$ cat config.mk
export PLATFORM = sky130hd
export DESIGN_NAME = rdi_lp_state_sequencer
export DESIGN_NICKNAME = d
export VERILOG_FILES = /design/src/rtl/rdi_pkg.sv /design/src/rtl/rdi_timeout_cnt.sv /design/src/rtl/rdi_lp_state_sequencer.sv
export SDC_FILE = /design/constraint.sdc
export NUM_CORES = 1
export LEC_CHECK = 0
export BUFFER_PORTS_ARGS = -buffer_cell sky130_fd_sc_hd__buf_2
export CAP_MARGIN = 30
export CORE_MARGIN = 8
export CORE_UTILIZATION = 40
export DETAILED_ROUTE_END_ITERATION = 8
export GPL_TIMING_DRIVEN = 0
export PLACE_DENSITY = 0.58
export REMOVE_ABC_BUFFERS = 1
export SLEW_MARGIN = 20
export SYNTH_ARGS = -nofsm -noshare
export SYNTH_HDL_FRONTEND = slang
export SYNTH_SLANG_ARGS = --single-unit
export TNS_END_PERCENT = 1
$ cat constraint.sdc
create_clock -name i_clk -period 3.3 [get_ports i_clk]
set_input_delay 0.66 -clock i_clk [delete_from_list [all_inputs] [get_ports i_clk]]
set_output_delay 0.66 -clock i_clk [all_outputs]
set_load 0.005 [all_outputs]
$ cat src/rtl/rdi_pkg.sv
// Shared RDI definitions: link state encodings, sequencer FSM states, default timeout.
// Latency: n/a (declarations only).
// Backpressure: n/a.
package rdi_pkg;

  // 4-bit RDI state encodings carried on lp_state_req / pl_state_sts.
  typedef enum logic [3:0] {
    RDI_NOP       = 4'b0000,
    RDI_ACTIVE    = 4'b0001,
    RDI_L1        = 4'b0100,
    RDI_L2        = 4'b1000,
    RDI_LINKRESET = 4'b1001,
    RDI_LINKERROR = 4'b1010,
    RDI_RETRAIN   = 4'b1011,
    RDI_DISABLED  = 4'b1100
  } rdi_state_e;

  // Sequencer FSM states; explicit values keep the encoding stable for debug taps.
  typedef enum logic [2:0] {
    SEQ_IDLE     = 3'd0,
    SEQ_WAKE     = 3'd1,
    SEQ_WAIT_ACK = 3'd2,
    SEQ_WAIT_STS = 3'd3,
    SEQ_RELEASE  = 3'd4,
    SEQ_ABORT    = 3'd5
  } seq_state_e;

  localparam int unsigned RDI_TIMEOUT_CYCLES_DEFAULT = 1024;

  // True for the eight encodings an adapter may legally request.
  function automatic logic rdi_state_legal(input logic [3:0] enc);
    logic ok;
    ok = 1'b0;
    case (enc)
      RDI_NOP, RDI_ACTIVE, RDI_L1, RDI_L2,
      RDI_LINKRESET, RDI_LINKERROR, RDI_RETRAIN, RDI_DISABLED: ok = 1'b1;
      default: ok = 1'b0;
    endcase
    return ok;
  endfunction

endpackage

$ cat src/rtl/rdi_timeout_cnt.sv
// Wait-state watchdog: counts enabled cycles and flags the terminal cycle.
// Latency: expire asserts in the cycle the count reaches TERMINAL-1 (count starts at 0 after clear).
// Backpressure: none; clear has priority over enable, count saturates at TERMINAL-1.
module rdi_timeout_cnt
  import rdi_pkg::*;
#(
  parameter int unsigned TERMINAL = RDI_TIMEOUT_CYCLES_DEFAULT
) (
  input  logic i_clk,
  input  logic i_rst,
  input  logic i_clr,
  input  logic i_en,
  output logic o_expire
);

  localparam int unsigned CW = (TERMINAL > 1) ? $clog2(TERMINAL) : 1;
  localparam logic [CW-1:0] LAST = CW'(TERMINAL - 1);

  logic [CW-1:0] cnt;

  // Cycle counter; holds at the terminal value so it can never wrap back to zero.
  always_ff @(posedge i_clk or posedge i_rst) begin
    if (i_rst) begin
      cnt <= '0;
    end else if (i_clr) begin
      cnt <= '0;
    end else if (i_en && (cnt != LAST)) begin
      cnt <= cnt + CW'(1);
    end
  end

  assign o_expire = i_en && (cnt == LAST);

endmodule

$ cat src/rtl/rdi_lp_state_sequencer.sv
// Drives the RDI lp_wake_req / lp_state_req handshake to move the link to an adapter-requested state.
// Latency: rejects/no-op completions one cycle after accept; otherwise wake -> ack -> status -> ack release.
// Backpressure: o_cmd_ready is high only while idle; valid outside idle is ignored. All outputs registered.
module rdi_lp_state_sequencer
  import rdi_pkg::*;
#(
  parameter int unsigned TIMEOUT_CYCLES = RDI_TIMEOUT_CYCLES_DEFAULT
) (
  input  logic       i_clk,
  input  logic       i_rst,
  input  logic       i_cmd_valid,
  input  logic [3:0] i_cmd_state,
  output logic       o_cmd_ready,
  output logic       o_cmd_done,
  output logic       o_cmd_err,
  output logic       o_lp_wake_req,
  input  logic       i_pl_wake_ack,
  output logic [3:0] o_lp_state_req,
  input  logic [3:0] i_pl_state_sts,
  input  logic       i_pl_clk_req,
  output logic       o_lp_clk_ack
);

  seq_state_e state_q;
  seq_state_e state_d;
  logic [3:0] target_q;

  logic       accept;
  logic       cmd_legal;
  logic       cmd_noop;
  logic       sts_match;
  logic       link_err;
  logic       tmo_clr;
  logic       tmo_en;
  logic       tmo_expire;

  logic       done_d;
  logic       err_d;
  logic       wake_d;
  logic [3:0] sreq_d;

  assign accept    = i_cmd_valid && o_cmd_ready && (state_q == SEQ_IDLE);
  assign cmd_legal = rdi_state_legal(i_cmd_state);
  assign cmd_noop  = (i_cmd_state == i_pl_state_sts);
  assign sts_match = (i_pl_state_sts == target_q);
  // A link error only aborts if the adapter was not deliberately heading there.
  assign link_err  = (i_pl_state_sts == RDI_LINKERROR) && (target_q != RDI_LINKERROR);

  // Counter restarts on every state change, so each wait state gets its own full budget.
  assign tmo_clr = (state_d != state_q);
  assign tmo_en  = (state_q == SEQ_WAIT_ACK) || (state_q == SEQ_WAIT_STS);

  rdi_timeout_cnt #(
    .TERMINAL (TIMEOUT_CYCLES)
  ) u_timeout_cnt (
    .i_clk    (i_clk),
    .i_rst    (i_rst),
    .i_clr    (tmo_clr),
    .i_en     (tmo_en),
    .o_expire (tmo_expire)
  );

  // Next state and next output values; progress beats timeout, link error beats ack.
  always_comb begin
    state_d = state_q;
    done_d  = 1'b0;
    err_d   = 1'b0;
    sreq_d  = o_lp_state_req;
    case (state_q)
      SEQ_IDLE: begin
        if (accept) begin
          if (!cmd_legal) begin
            err_d = 1'b1;
          end else if (cmd_noop) begin
            done_d = 1'b1;
          end else begin
            state_d = SEQ_WAKE;
          end
        end
      end
      SEQ_WAKE: begin
        state_d = SEQ_WAIT_ACK;
      end
      SEQ_WAIT_ACK: begin
        if (link_err) begin
          state_d = SEQ_ABORT;
        end else if (i_pl_wake_ack) begin
          state_d = SEQ_WAIT_STS;
          sreq_d  = target_q;
        end else if (tmo_expire) begin
          state_d = SEQ_ABORT;
        end
      end
      SEQ_WAIT_STS: begin
        if (sts_match) begin
          state_d = SEQ_RELEASE;
        end else if (link_err || tmo_expire) begin
          state_d = SEQ_ABORT;
        end
      end
      SEQ_RELEASE: begin
        if (!i_pl_wake_ack) begin
          state_d = SEQ_IDLE;
          done_d  = 1'b1;
        end
      end
      SEQ_ABORT: begin
        if (!i_pl_wake_ack) begin
          state_d = SEQ_IDLE;
          err_d   = 1'b1;
        end
      end
      default: begin
        state_d = SEQ_IDLE;
      end
    endcase
    if ((state_d == SEQ_ABORT) && (state_q != SEQ_ABORT)) begin
      sreq_d = RDI_NOP;
    end
    wake_d = (state_d == SEQ_WAKE) || (state_d == SEQ_WAIT_ACK) || (state_d == SEQ_WAIT_STS);
  end

  // FSM, latched target and all handshake outputs, registered together.
  always_ff @(posedge i_clk or posedge i_rst) begin
    if (i_rst) begin
      state_q        <= SEQ_IDLE;
      target_q       <= 4'b0000;
      o_cmd_ready    <= 1'b0;
      o_cmd_done     <= 1'b0;
      o_cmd_err      <= 1'b0;
      o_lp_wake_req  <= 1'b0;
      o_lp_state_req <= 4'b0000;
    end else begin
      state_q        <= state_d;
      o_cmd_ready    <= (state_d == SEQ_IDLE);
      o_cmd_done     <= done_d;
      o_cmd_err      <= err_d;
      o_lp_wake_req  <= wake_d;
      o_lp_state_req <= sreq_d;
      if (accept) begin
        target_q <= i_cmd_state;
      end
    end
  end

  // Clock request acknowledge is a plain one-cycle echo, unrelated to the FSM.
  always_ff @(posedge i_clk or posedge i_rst) begin
    if (i_rst) begin
      o_lp_clk_ack <= 1'b0;
    end else begin
      o_lp_clk_ack <= i_pl_clk_req;
    end
  end

  a_done_err_excl: assert property (@(posedge i_clk) disable iff (i_rst)
    !(o_cmd_done && o_cmd_err));
  a_ready_idle: assert property (@(posedge i_clk) disable iff (i_rst)
    o_cmd_ready |-> (state_q == SEQ_IDLE));

endmodule

==> results of run 1 <==
## metal layers
| metal | part of all wire (%) | routed length, um | global-route usage, % | vias up |
|---|---|---|---|---|
| li1 | - | - | - | 569 |
| met3 | 5.2 | 169 | 2.88 | 5 |
| met1 | 44 | 1440 | 12.6 | 567 |
| met5 | 0 | 0 | 0 | - |
| met4 | 1.7 | 55 | 5.47 | 0 |
| met2 | 49 | 1600 | 18.2 | 32 |
## cell type report
cell class,count,area [um2]
fillers,361,1940
multi-input cells,107,816
well taps,48,60.1
clock buffers,4,55.1
repair buffers,22,133
flip-flops and latches,26,651
inverters,3,11.3
## synth_stat cells, types with 2 or more instances
cell      number
buf_2          2
nor3_1         3
buf_6          2
xnor2_1        7
xor2_1         7
nand3_1        5
and3_1         3
inv_1          3
nand2b_1       4
nand4_1        5
nor2b_1        2
or2_2          2
a211oi_1       9
a31oi_1        2
a21oi_1        7
mux2_2         4
nand3b_1       2
nor2_1         3
nand2_1       10
a22oi_1        2
dfrtp_1       26
mux2i_1        7
## state kept, by name, indices dropped and copies added (netlist names)
name               flops
u_timeout_cnt.cnt     10
o_lp_state_req         4
target_q               4
state_q                3
o_cmd_done             1
o_cmd_err              1
o_cmd_ready            1
o_lp_clk_ack           1
o_lp_wake_req          1
## worst max path at each step
stage | from | to | slack, ps
CTS | state_q[1] | u_timeout_cnt.cnt[0] | 920
floorplan | i_cmd_state[3] | u_timeout_cnt.cnt[5] | 1270
global placement | i_pl_state_sts[0] | u_timeout_cnt.cnt[4] | 910
global route | state_q[1] | u_timeout_cnt.cnt[0] | 760
finish | state_q[1] | u_timeout_cnt.cnt[0] | 890
detailed placement | i_pl_state_sts[0] | u_timeout_cnt.cnt[0] | 840
## critical path: stages (launching register included)
cell and delay (ps):
dfrtp_1 590, nor2b_1 500, nand2_1 180, o21a_1 290
a311oi_4 600, a211oi_1 110
## stage by stage
step / hold WS [ps] / total power (uW)
2_1_floorplan: 519 / 877
3_5_place_dp: 547 / 1030
4_1_cts: 383 / 1250
5_1_grt: 414 / 1320
6_report: 363 / 1240
3_3_place_gp: 540 / 1020
## cells by family (layout without fill, tap and decap cells)
kind of cell | count (synthesis) | after routing | share of synthesized area, %
flops | 26 | 26 | 43.0
compound gates | 34 | 34 | 18.6
simple gates | 47 | 47 | 18.8
xor+xnor | 14 | 14 | 8.10
mux | 11 | 11 | 7.60
buf+inv | 8 | 29 | 3.14
fa+ha+maj | 1 | 1 | 0.826
## power by group through the flow
| stage | registers, uW | logic (uW) | clock network, uW |
|---|---|---|---|
| floorplan | 502 | 375 | 0 |
| global placement | 523 | 495 | 0 |
| detailed placement | 522 | 512 | 0 |
| CTS | 517 | 514 | 215 |
| global route | 534 | 566 | 224 |
| finish | 515 | 512 | 208 |
==> flow_summary.ini, run 1 <==
[place]
port_buffers = 21
place_inst = 206
globalplace.congestion = 0.798
place_ws_ps = 845
post_dp_cell_area_um2 = 1670
dpl.hpwl_mm = 2.50

[clocking]
clk_latency_ps = 280
hold_buffers = 0
path_clk_slew_ps = 90
clockBufferDepth = 2
htreeDepth = 1
numCtsBuffers = 3
cts.sinks = 26
post_cts_buffers = 0
cts-root-buf = clkbuf_8
cts_tree = built
cts_resized = 0

[power]
p_per_area_nw_per_um2 = 716
power.switching_uw = 503
leakage_uw = 0.000768
pwr-share-seq_pct = 41.7
swShare_pct = 40.7
intPower_uw = 732
p_clk_share_pct = 16.9
peakVddDrop_v = 0.000298
combPwrFrac_pct = 41.4

[route]
wirelength_mm = 3.27
vias = 1173
ant_nets = 0
avgRoutedWirePerCell_um = 15.6
drtPass1Iterations = 4
routed_via_density = 5.59
initialDrtViolationCount = 59
drcViolationCount = 0

[run_status]
status = completed

[critical_path]
arrival_ps = 2550
cp.required_ps = 3440
r2r-start = state_q[1]
critPathCaptureType = register
rr_worst_depth = 5
crit_type = reg -> reg
cp_max_fo = 13
reg2reg_to = u_timeout_cnt.cnt[0]
startpoint_type = register
rrSetupSlack_ps = 890

[cells_and_area]
layout_commonest_cell = dfrtp_1
antenna-diode-count = 0
final_area_um2 = 1730
fin_cells = 210
syn_to_final_growth_pct = 14.0
layout.nets = 177
most-common-layout-cells = dfrtp_1, buf_2, nand2_1
postLayoutCoreUtil_pct = 47.1
layout-drive-gt1-share_pct = 24.1

[floorplanning]
initial_utilization_pct = 41.4
die-width_um = 77.5
core_area_um2 = 3660
die_h_um = 77.5
num_rows = 22
ioPinCount = 22
dieArea_um2 = 6010

[synthesis]
avgSynthCellArea_um2 = 10.7
synth.largest_area_cell = dfrtp_1
netlist_area_um2 = 1510
synthArstFlopShare_pct = 100
synth-seq-cells = 26
synthFlopType = dfrtp_1
synth_cell_types = 46
synthTopCellsByArea = dfrtp_1, mux2i_1, a211oi_1
syn_inst = 141
yosys.area.top_type_share_pct = 43.0
synth_edf_count = 0
synth.yosys.seq_area_share_pct = 43.0
yosys_warnings = 0

[sta]
worstMarginPinSlew_ps = 598
timing.final.ws_setup_ps = 890
period_minus_slack_ps = 2410
slew_headroom_pct = 60.1
slew_viol_final = 0
setup_viol = 0
final.setup_skew_ps = 8.42
rsz0062_at_grt = no
timing.final.crit_share_pct = 73.0
fmax_mhz = 415
hold_viol = 0
tns_ps = 0

[global_route]
grt_antenna_before_repair = 0
grt_pass1_vias = 1223
grt_max_degree = 18
track_usage_pct = 10.9
grt.overflow.total = 0
grt_pass1_wl_mm = 5.48

[run]
maxCapViolCount = 0

[min_path]
hold_path.class = in -> async
(Power assumes the default switching activity.)
==> run 2: changes to the inputs <==
- clock period: 3.3 -> 2.4 ns (I/O delays scaled with it)
==> run 2 against run 1 <==
  * Critical path depth unchanged
  * Sequential power grew 38%
  * Maximum frequency is 6.2% higher
  * Clock-buffer cell count is the same
  * Register-to-register slack worse by 760 ps
  * Final cell count is the same
  * Sequential share of layout area down 0.055 points
  * Combinational power up 38%
  * First-iteration DRC count is 17% lower
  * Highest routed layer unchanged
  * Cell area is 0.15% higher
  * Setup slack got worse by 760 ps
==> flow_summary.ini, run 2 (synthesis gave the netlist of run 1 again) <==
[power]
peakVddDrop_v = 0.000409
total_power_uw = 1700
leakage_uw = 0.000770
p_per_area_nw_per_um2 = 985

[min_path]
hold_path.class = in -> async

[floorplanning]
num_rows = 22
core_area_um2 = 3660
initial_utilization_pct = 41.4
dieArea_um2 = 6010
die_h_um = 77.5
die-width_um = 77.5
ioPinCount = 22

[cells_and_area]
layout_commonest_cell = dfrtp_1
largest_register_ffs = 10
layout.nets = 177
fill_cells = 361
reg_top3 = u_timeout_cnt.cnt x10, o_lp_state_req x4, target_q x4
layout-drive-gt1-share_pct = 24.7
postLayoutCoreUtil_pct = 47.2
antenna-diode-count = 0
syn_to_final_growth_pct = 14.1
largest_register = u_timeout_cnt.cnt
most-common-layout-cells = dfrtp_1, buf_2, nand2_1

[run]
maxCapViolCount = 0

[sta]
fmax_mhz = 441
timing.final.ws_setup_ps = 132
hold_ws_ps = 183
tns_ps = 0
rsz0062_at_grt = no
slew_viol_final = 0
slew_headroom_pct = 60.2
hold_viol = 0
period_minus_slack_ps = 2270
worstMarginPinSlew_ps = 598
final.setup_skew_ps = 7.94
timing.final.crit_share_pct = 94.5
setup_viol = 0

[clocking]
cts-root-buf = clkbuf_8
post_cts_buffers = 0
cts.sinks = 26
clockBufferDepth = 2
numCtsBuffers = 3
cts_tree = built
cts_resized = 0
htreeDepth = 1
path_clk_slew_ps = 90
clk_latency_ps = 280
hold_buffers = 0

[global_route]
grt.overflow.total = 0
grt_pass1_wl_mm = 5.48
grtUsageMet3_pct = 2.88
use_met1_pct = 12.6
use_met2_pct = 18.2
grt_pass1_vias = 1223
busiest_layer = met2
grt_max_degree = 18
grt_antenna_before_repair = 0
track_usage_pct = 10.9

[place]
port_buffers = 21
dpl.hpwl_mm = 2.50
place_ws_ps = 25.1
globalplace.congestion = 0.798

[critical_path]
critPathCaptureType = register
cp.required_ps = 2540
startpoint_type = register
arrival_ps = 2410
cp_max_fo = 13
crit_type = reg -> reg

[run_status]
status = completed

[route]
avgRoutedWirePerCell_um = 15.5
vias = 1174
ant_nets = 0
drcViolationCount = 0
routed_via_density = 5.59
wirelength_mm = 3.25
initialDrtViolationCount = 49
drtPass1Iterations = 4
run 2: changes by cell type in the layout (fill, tap and decap cells not counted):
cell,change
nor2b_1,-1
nor2b_2,+1
run 2: worst paths after layout:
path / start / end / slack, ps / depth (start not counted)
min in group i_clk: i_pl_clk_req / o_lp_clk_ack / 300 / 1
min reg2reg: u_timeout_cnt.cnt[4] / u_timeout_cnt.cnt[4] / 560 / 2
max: state_q[1] / u_timeout_cnt.cnt[0] / 130 / 5
max in group asynchronous: i_rst / o_cmd_err / 1780 / 3
min: i_rst / o_lp_clk_ack / 180 / 2
max reg2reg: state_q[1] / u_timeout_cnt.cnt[0] / 130 / 5
run 2: worst max-delay path, cell delays in order, from the launching register on:
cell	delay [ps]
dfrtp_1	600
nor2b_2	390
nand2_1	150
o21a_1	280
a311oi_4	600
a211oi_1	110
run 2: stage by stage:
step / instance area [um2] / std cells
6_report: 1730 / 210
5_1_grt: 1730 / 210
4_1_cts: 1730 / 210
3_5_place_dp: 1670 / 206
3_3_place_gp: 1640 / 205
2_1_floorplan: 1480 / 136
run 2: layer usage:
layer  part of all wire (%)  vias to the layer above
met5                      0                        -
met1                     45                      574
met2                     49                       26
met3                    4.8                        5
li1                       -                      569
met4                    1.7                        0
run 2: cell type report:
cell class	count	area, um2	share of cell area [%]
clock buffers	4	55.1	3.19
inverters	3	11.3	0.652
multi-input cells	107	818	47.4
flip-flops and latches	26	651	37.7
well taps	48	60.1	3.48
repair buffers	22	133	7.68
run 2: where the power goes:
| part | internal, uW | switching, uW |
|---|---|---|
| Combinational | 305 | 400 |
| Sequential | 557 | 153 |
| Clock | 147 | 140 |
==> run 3: changes to the inputs <==
- CAP_MARGIN: 30 -> 25
- RECOVER_POWER: unset -> 50
==> run 3 against run 2 <==
  * Sequential power hardly changed
  * Register-to-register slack improved by 30 ps
  * Die area stayed put
  * Maximum frequency is 1.5% higher
  * Clock skew shrank 4.6 ps
  * Worst hold slack got worse by 40 ps
  * Setup slack improved by 32 ps
  * Wire length is 0.68% lower
  * Non-clock buffer count did not move
  * Critical path type unchanged
==> flow_summary.ini, run 3 (synthesis gave the netlist of run 1 again) <==
[floorplanning]
initial_utilization_pct = 41.4
die_h_um = 77.5
dieArea_um2 = 6010
num_rows = 22
die-width_um = 77.5
core_area_um2 = 3660
ioPinCount = 22

[cells_and_area]
layout-drive-gt1-share_pct = 23.5
fin_cells = 210
antenna-diode-count = 0
fill_cells = 355
largest_register = u_timeout_cnt.cnt
layout_commonest_cell = dfrtp_1
layout.nets = 177
final_area_um2 = 1700
reg_top3 = u_timeout_cnt.cnt x10, o_lp_state_req x4, target_q x4
largest_register_ffs = 10
syn_to_final_growth_pct = 12.5
most-common-layout-cells = dfrtp_1, buf_2, nand2_1

[critical_path]
crit_type = reg -> reg
arrival_ps = 2370
cp.required_ps = 2530
startpoint_type = register
critPathCaptureType = register
rr_worst_depth = 5
cp_max_fo = 13

[global_route]
grt.overflow.total = 0
grt_pass1_wl_mm = 5.34
grt_pass1_vias = 1193
grt_antenna_before_repair = 0
grt_max_degree = 27
track_usage_pct = 10.8

[sta]
hold_viol = 0
slew_viol_final = 0
fmax_mhz = 447
setup_viol = 0
period_minus_slack_ps = 2240
tns_ps = 0
rsz0062_at_grt = no
final.setup_skew_ps = 3.32
worstMarginPinSlew_ps = 706
timing.final.crit_share_pct = 93.2
slew_headroom_pct = 52.9

[route]
drcViolationCount = 0
avgRoutedWirePerCell_um = 15.4
routed_via_density = 5.58
vias = 1171
wirelength_mm = 3.23
initialDrtViolationCount = 29
ant_nets = 0
drtPass1Iterations = 5

[clocking]
cts.sinks = 26
clk_latency_ps = 270
post_cts_buffers = 0
path_clk_slew_ps = 90
htreeDepth = 1
clockBufferDepth = 2
cts-root-buf = clkbuf_8
numCtsBuffers = 3
cts_tree = built

[place]
post_dp_cell_area_um2 = 1640
port_buffers = 21
dpl.hpwl_mm = 2.45
place_inst = 205
globalplace.congestion = 0.798

[power]
total_power_uw = 1690
p_per_area_nw_per_um2 = 993
leakage_uw = 0.000752
peakVddDrop_v = 0.000426

[run_status]
status = completed

[min_path]
hold_path.class = in -> async

[run]
maxCapViolCount = 0
-- run 3: area by class of cell --
type	instances	area (um2)	area share (%)
timing repair buffer	22	108	6.32
clock buffer	4	55.1	3.23
tap	48	60.1	3.53
inverter	3	11.3	0.661
multi-input combinational	107	818	48.1
sequential	26	651	38.2
-- run 3: repair_timing --
action / CTS / global route
setup endpoints to repair: 0 / 10
hold buffers: 0 / 0
resized for setup: 0 / 1
-- run 3: worst paths after layout --
| path | start | endpoint | slack, ps |
|---|---|---|---|
| setup / recovery | state_q[1] | u_timeout_cnt.cnt[6] | 160 |
| hold / removal | i_rst | u_timeout_cnt.cnt[3] | 140 |
| setup reg to reg | state_q[1] | u_timeout_cnt.cnt[6] | 160 |
| hold reg to reg | u_timeout_cnt.cnt[4] | u_timeout_cnt.cnt[4] | 560 |
| max in group asynchronous | i_rst | o_cmd_err | 1320 |
| min in group i_clk | i_pl_clk_req | o_lp_clk_ack | 310 |
-- run 3: where the power goes --
group          total, uW  switching, uW  leakage (uW)  internal [uW]
Clock                282            135     0.0000288            147
Combinational        696            396      0.000383            300
Sequential           712            156      0.000340            557
Total               1690            687      0.000752           1000
-- run 3: critical path: stages, from the launching register on --
cell and delay (ps):
dfrtp_1 600, nor2b_2 400, nand2_1 150, o21a_1 270
a311oi_4 570, a211oi_1 110
-- run 3: per-layer routing --
metal / share of wire, % / global-route usage (%)
met5: 0 / 0
met2: 49 / 17.9
met1: 46 / 12.6
met3: 3.8 / 2.88
met4: 1.8 / 5.28
-- run 3: metrics by stage --
stage / hold WS, ps / setup slack [ps] / utilization [%]
floorplan: 511 / 462 / -
global placement: 540 / 81.8 / 44.9
detailed placement: 547 / 29.4 / 44.9
CTS: 296 / 28.1 / 46.4
global route: 165 / 26.8 / 46.5
finish: 143 / 164 / 46.5
